==> src/rtl/loss_run_sequencer.sv <==
// Loss-measurement run sequencer: resets the loss calculator, gates frames into it,
// captures per-run counts, hands them to a consumer and accumulates sequence totals.
module loss_run_sequencer #(
    parameter int unsigned NUM_RUNS    = 4,
    parameter int unsigned RST_CYC     = 4,
    parameter logic [23:0] TIMEOUT_CYC = 24'd1_000_000
) (
    input  logic        clk,
    input  logic        rst,
    input  logic        start,
    input  logic        abort,
    input  logic        rx_valid,
    output logic        calc_valid,
    output logic        calc_rst,
    input  logic        calc_done,
    input  logic [15:0] calc_ok,
    input  logic [15:0] calc_ng,
    output logic        res_valid,
    input  logic        res_ready,
    output logic [7:0]  res_run,
    output logic [15:0] res_ok,
    output logic [15:0] res_ng,
    output logic        res_timeout,
    output logic [31:0] tot_ok,
    output logic [31:0] tot_ng,
    output logic        busy,
    output logic        seq_done
);

    localparam logic [2:0] S_IDLE = 3'd0;
    localparam logic [2:0] S_CRST = 3'd1;
    localparam logic [2:0] S_MEAS = 3'd2;
    localparam logic [2:0] S_CAPT = 3'd3;
    localparam logic [2:0] S_REPT = 3'd4;
    localparam logic [2:0] S_FIN  = 3'd5;

    localparam logic [7:0]  LAST_RUN = 8'(NUM_RUNS - 1);
    localparam logic [3:0]  RST_LAST = 4'(RST_CYC - 1);
    localparam logic [23:0] TMO_LAST = TIMEOUT_CYC - 24'd1;

    logic [2:0]  state_q, state_d;
    logic [3:0]  rcnt_q, rcnt_d;
    logic [23:0] tcnt_q, tcnt_d;
    logic [7:0]  run_q, run_d;
    logic        tmo_q, tmo_d;
    logic [7:0]  res_run_q, res_run_d;
    logic [15:0] res_ok_q, res_ok_d;
    logic [15:0] res_ng_q, res_ng_d;
    logic        res_tmo_q, res_tmo_d;
    logic [31:0] tot_ok_q, tot_ok_d;
    logic [31:0] tot_ng_q, tot_ng_d;
    logic [32:0] sum_ok, sum_ng;

    // One extra bit catches the carry used for saturation.
    assign sum_ok = {1'b0, tot_ok_q} + {17'd0, calc_ok};
    assign sum_ng = {1'b0, tot_ng_q} + {17'd0, calc_ng};

    always_comb begin
        state_d   = state_q;
        rcnt_d    = rcnt_q;
        tcnt_d    = tcnt_q;
        run_d     = run_q;
        tmo_d     = tmo_q;
        res_run_d = res_run_q;
        res_ok_d  = res_ok_q;
        res_ng_d  = res_ng_q;
        res_tmo_d = res_tmo_q;
        tot_ok_d  = tot_ok_q;
        tot_ng_d  = tot_ng_q;

        if (abort) begin
            state_d = S_IDLE;
        end else begin
            case (state_q)
                S_IDLE, S_FIN: begin
                    if (start) begin
                        tot_ok_d = 32'd0;
                        tot_ng_d = 32'd0;
                        run_d    = 8'd0;
                        rcnt_d   = 4'd0;
                        state_d  = S_CRST;
                    end
                end
                S_CRST: begin
                    if (rcnt_q == RST_LAST) begin
                        tcnt_d  = 24'd0;
                        state_d = S_MEAS;
                    end else begin
                        rcnt_d = rcnt_q + 4'd1;
                    end
                end
                S_MEAS: begin
                    // A completion in the same cycle as the timeout is a clean finish.
                    if (calc_done) begin
                        tmo_d   = 1'b0;
                        state_d = S_CAPT;
                    end else if (tcnt_q == TMO_LAST) begin
                        tmo_d   = 1'b1;
                        state_d = S_CAPT;
                    end else begin
                        tcnt_d = tcnt_q + 24'd1;
                    end
                end
                S_CAPT: begin
                    res_ok_d  = calc_ok;
                    res_ng_d  = calc_ng;
                    res_run_d = run_q;
                    res_tmo_d = tmo_q;
                    tot_ok_d  = sum_ok[32] ? 32'hFFFF_FFFF : sum_ok[31:0];
                    tot_ng_d  = sum_ng[32] ? 32'hFFFF_FFFF : sum_ng[31:0];
                    state_d   = S_REPT;
                end
                S_REPT: begin
                    if (res_ready) begin
                        if (res_run_q == LAST_RUN) begin
                            state_d = S_FIN;
                        end else begin
                            run_d   = run_q + 8'd1;
                            rcnt_d  = 4'd0;
                            state_d = S_CRST;
                        end
                    end
                end
                default: state_d = S_IDLE;
            endcase
        end
    end

    always_ff @(posedge clk) begin
        if (!rst) begin
            state_q   <= S_IDLE;
            rcnt_q    <= 4'd0;
            tcnt_q    <= 24'd0;
            run_q     <= 8'd0;
            tmo_q     <= 1'b0;
            res_run_q <= 8'd0;
            res_ok_q  <= 16'd0;
            res_ng_q  <= 16'd0;
            res_tmo_q <= 1'b0;
            tot_ok_q  <= 32'd0;
            tot_ng_q  <= 32'd0;
        end else begin
            state_q   <= state_d;
            rcnt_q    <= rcnt_d;
            tcnt_q    <= tcnt_d;
            run_q     <= run_d;
            tmo_q     <= tmo_d;
            res_run_q <= res_run_d;
            res_ok_q  <= res_ok_d;
            res_ng_q  <= res_ng_d;
            res_tmo_q <= res_tmo_d;
            tot_ok_q  <= tot_ok_d;
            tot_ng_q  <= tot_ng_d;
        end
    end

    assign calc_valid  = (state_q == S_MEAS) & rx_valid;
    assign calc_rst    = (state_q == S_IDLE) | (state_q == S_CRST) | (state_q == S_FIN);
    assign res_valid   = (state_q == S_REPT);
    assign busy        = (state_q != S_IDLE) & (state_q != S_FIN);
    assign seq_done    = (state_q == S_FIN);
    assign res_run     = res_run_q;
    assign res_ok      = res_ok_q;
    assign res_ng      = res_ng_q;
    assign res_timeout = res_tmo_q;
    assign tot_ok      = tot_ok_q;
    assign tot_ng      = tot_ng_q;

endmodule

==> config.mk <==
export PLATFORM = sky130hd
export DESIGN_NAME = loss_run_sequencer
export DESIGN_NICKNAME = d
export VERILOG_FILES = /design/src/rtl/loss_run_sequencer.sv
export SDC_FILE = /design/constraint.sdc
export NUM_CORES = 1
export LEC_CHECK = 0
export ABC_AREA = 1
export CAP_MARGIN = 20
export CORE_ASPECT_RATIO = 0.7
export CORE_MARGIN = 2
export CORE_UTILIZATION = 28
export DETAILED_ROUTE_END_ITERATION = 10
export PLACE_DENSITY = 0.54
export SLEW_MARGIN = 0
export SYNTH_ARGS = -nofsm -noshare
export SYNTH_HDL_FRONTEND = slang
export SYNTH_SLANG_ARGS = --single-unit
==> constraint.sdc <==
create_clock -name clk -period 6.5 [get_ports clk]
set_input_delay 1.625 -clock clk [delete_from_list [all_inputs] [get_ports clk]]
set_output_delay 1.625 -clock clk [all_outputs]
set_load 0.01 [all_outputs]
==> flow_summary.json <==
{
  "status": "completed",
  "crit_required_ns": 4.88,
  "synth.most_common_cell": "nand2_1",
  "worst_ep_arrival_time_ns": 2.76,
  "antenna_found_initial": 0,
  "antenna_cells": 0,
  "wl_per_cell_um": 15.0,
  "maxSlewViolCount": 0,
  "vias": 10000,
  "seq_area_um2": 2900,
  "p_sw_uw": 562,
  "rsz0062_at_grt": "no",
  "cts_setup_buffers": 0,
  "pwr-share-comb_pct": 10.5,
  "hpwl_um": 23000,
  "finalSetupTns_ns": 0,
  "ys_types": 45,
  "skew_ns": 0.0116,
  "drv_cap": 0,
  "syn_inst": 1522,
  "synth-edff-count": 0,
  "end_kind": "output pin",
  "power_leakage_uw": 0.00501,
  "die_w_um": 224,
  "multiInputGateArea_um2": 5750,
  "port_buffers": 148,
  "drive_above_1_share_pct": 4.57,
  "nets": 1725,
  "dieArea_um2": 35400,
  "postCtsHoldBufs": 0,
  "clkSlewWorstSetupHoldPaths_ns": 0.06,
  "placedCellCount": 2065,
  "min_period_ns": 4.38,
  "critPathKind": "input port to output pin",
  "grt_pass1_vias": 9162,
  "cts-root-buf": "clkbuf_16",
  "synth_area_um2": 9490,
  "drt_iter0_drc": 700,
  "ys.flop_type": "dfxtp_1",
  "clk_latency_ns": 0.45,
  "tightest_slew_ns": 1.02,
  "grt_max_degree": 60,
  "htreeDepth": 4,
  "ys_ff_latch": 145,
  "overflow": 0,
  "yosys-top-cells-count": "nand2_1 (471), nor2_1 (196), inv_1 (150)",
  "num_io_pins": 149,
  "core_area_um2": 33400,
  "setup_viol": 0,
  "synth-async-reset-ratio_pct": 0,
  "swShare_pct": 27.2,
  "area_growth_pct": 25.1,
  "grt_pass1_wl_um": 49900,
  "synth_area_leaders": "dfxtp_1 (31%), nand2_1 (19%), nor2_1 (7.8%), a21oi_1 (6.3%), inv_1 (5.9%)",
  "synth_top_area_share_pct": 30.6,
  "drc": 0,
  "clk_path_buf_depth": 2,
  "crit_fanout": 1,
  "stdcell_count": 2097,
  "synth.largest_area_cell": "dfxtp_1",
  "nFillCells": 3639,
  "cts_tree": "built",
  "synthesis.nets": 1598,
  "syn_area_per_cell_um2": 6.23,
  "gr-usage-all-layers_pct": 17.9,
  "cts.sinks": 145,
  "synth-warning-count": 0,
  "viasPerCell": 4.78,
  "floorplan.initialDensity_pct": 28.4,
  "power_frac_seq_pct": 43.8,
  "numCtsBuffers": 17,
  "final_antenna_net_count": 0,
  "ir_drop_mv": 0.121,
  "clkPwrFrac_pct": 45.7,
  "utilization_pct": 35.5,
  "cts.repair.resized": 0,
  "hp-class": "flop to flop",
  "max_freq_mhz": 228,
  "intPower_uw": 1500,
  "drtPass1Iterations": 8,
  "wirelength_um": 31500,
  "seq_area_frac_synth_pct": 30.6,
  "dieHeight_um": 158,
  "whs_ns": 0.457,
  "finalHoldViolations": 0,
  "power_density_nw_per_um2": 174,
  "place.gp.congestion": 0.943,
  "start_kind": "input port",
  "placementRows": 56,
  "fin_crit_sh_pct": 67.4,
  "slew_headroom_pct": 31.7
}
==> layer usage <==
layer  GRT usage, %  share of wire (%)  vias up
met5              0                  0        -
met4           4.60               0.99        0
met3           4.42                7.5       22
met2           25.8                 40      302
met1           26.3                 52     4575
li1               -                  -     5135
==> critical path, stage by stage <==
cell and delay, ns:
clkdlybuf4s50_1 0.45, inv_1 0.03, nor2_1 0.09, clkdlybuf4s50_1 0.55
==> final cells by class <==
cell class | count | area share (%)
well taps | 435 | 4.59
clock buffers | 22 | 3.83
multi-input cells | 1168 | 48.4
flip-flops and latches | 145 | 24.5
repair buffers | 153 | 12.8
clock inverters | 10 | 0.738
inverters | 164 | 5.21
==> state kept, by name, indices dropped and copies added (netlist names) <==
signal / cells
tot_ok: 32
tot_ng: 32
tcnt_q: 24
res_timeout: 1
tmo_q: 1
res_ng: 16
state_q: 3
rcnt_q: 4
run_q: 8
res_ok: 16
res_run: 8
==> final timing paths <==
kind	to	from	slack, ns	cells past startpoint
hold reg to reg	res_timeout	tmo_q	0.46	2
setup reg to reg	tot_ng[22]	state_q[2]	3.54	11
hold / removal	res_timeout	tmo_q	0.46	2
setup / recovery	calc_valid	rx_valid	2.12	4
==> metrics by stage <==
step / power [uW] / area [um^2] / setup WS [ns]
finish: 2070 / 11900 / 2.12
global route: 2160 / 11900 / 2.08
CTS: 2100 / 11900 / 2.12
detailed placement: 1140 / 11300 / 2.12
global placement: 1140 / 11300 / 2.10
floorplan: 1060 / 9490 / 3.06
==> cells in the final DEF, fill, tap and decap left out, types with 3 or more instances in the layout <==
cell             instances
clkbuf_1                 4
or2_2                    3
nand2_2                  5
dfxtp_1                145
and2_1                   4
clkbuf_16               17
nand4_1                 20
nand2_1                471
nand3b_1                 3
inv_2                   14
inv_1                  149
clkdlybuf4s50_1        147
o21ai_0                 68
buf_4                    5
nand3_1                108
a21oi_1                120
nor2_1                 196
clkinv_2                 5
ha_1                    35
xnor2_1                 13
nor3_1                  31
o21bai_1                 3
o21ai_1                 14
nor2_4                   3
xor2_1                  41
nor4_1                   5
==> cells by family (layout without fill, tap and decap cells) <==
family / Yosys count / in the layout / share of synthesized area (%)
simple gates: 864 / 864 / 38.8
compound gates: 213 / 213 / 11.7
buf+inv: 209 / 349 / 8.94
flops: 145 / 145 / 30.6
xor+xnor: 54 / 54 / 4.98
fa+ha+maj: 37 / 37 / 5.04
==> power groups by stage <==
stage / clock (uW) / sequential [uW] / combinational (uW)
after floorplan: 0 / 924 / 138
after global placement: 0 / 924 / 217
after detailed placement: 0 / 924 / 218
after CTS: 974 / 904 / 220
after global routing: 1010 / 905 / 241
final: 945 / 904 / 217
Note: power is estimated with default switching activity, not from simulation.
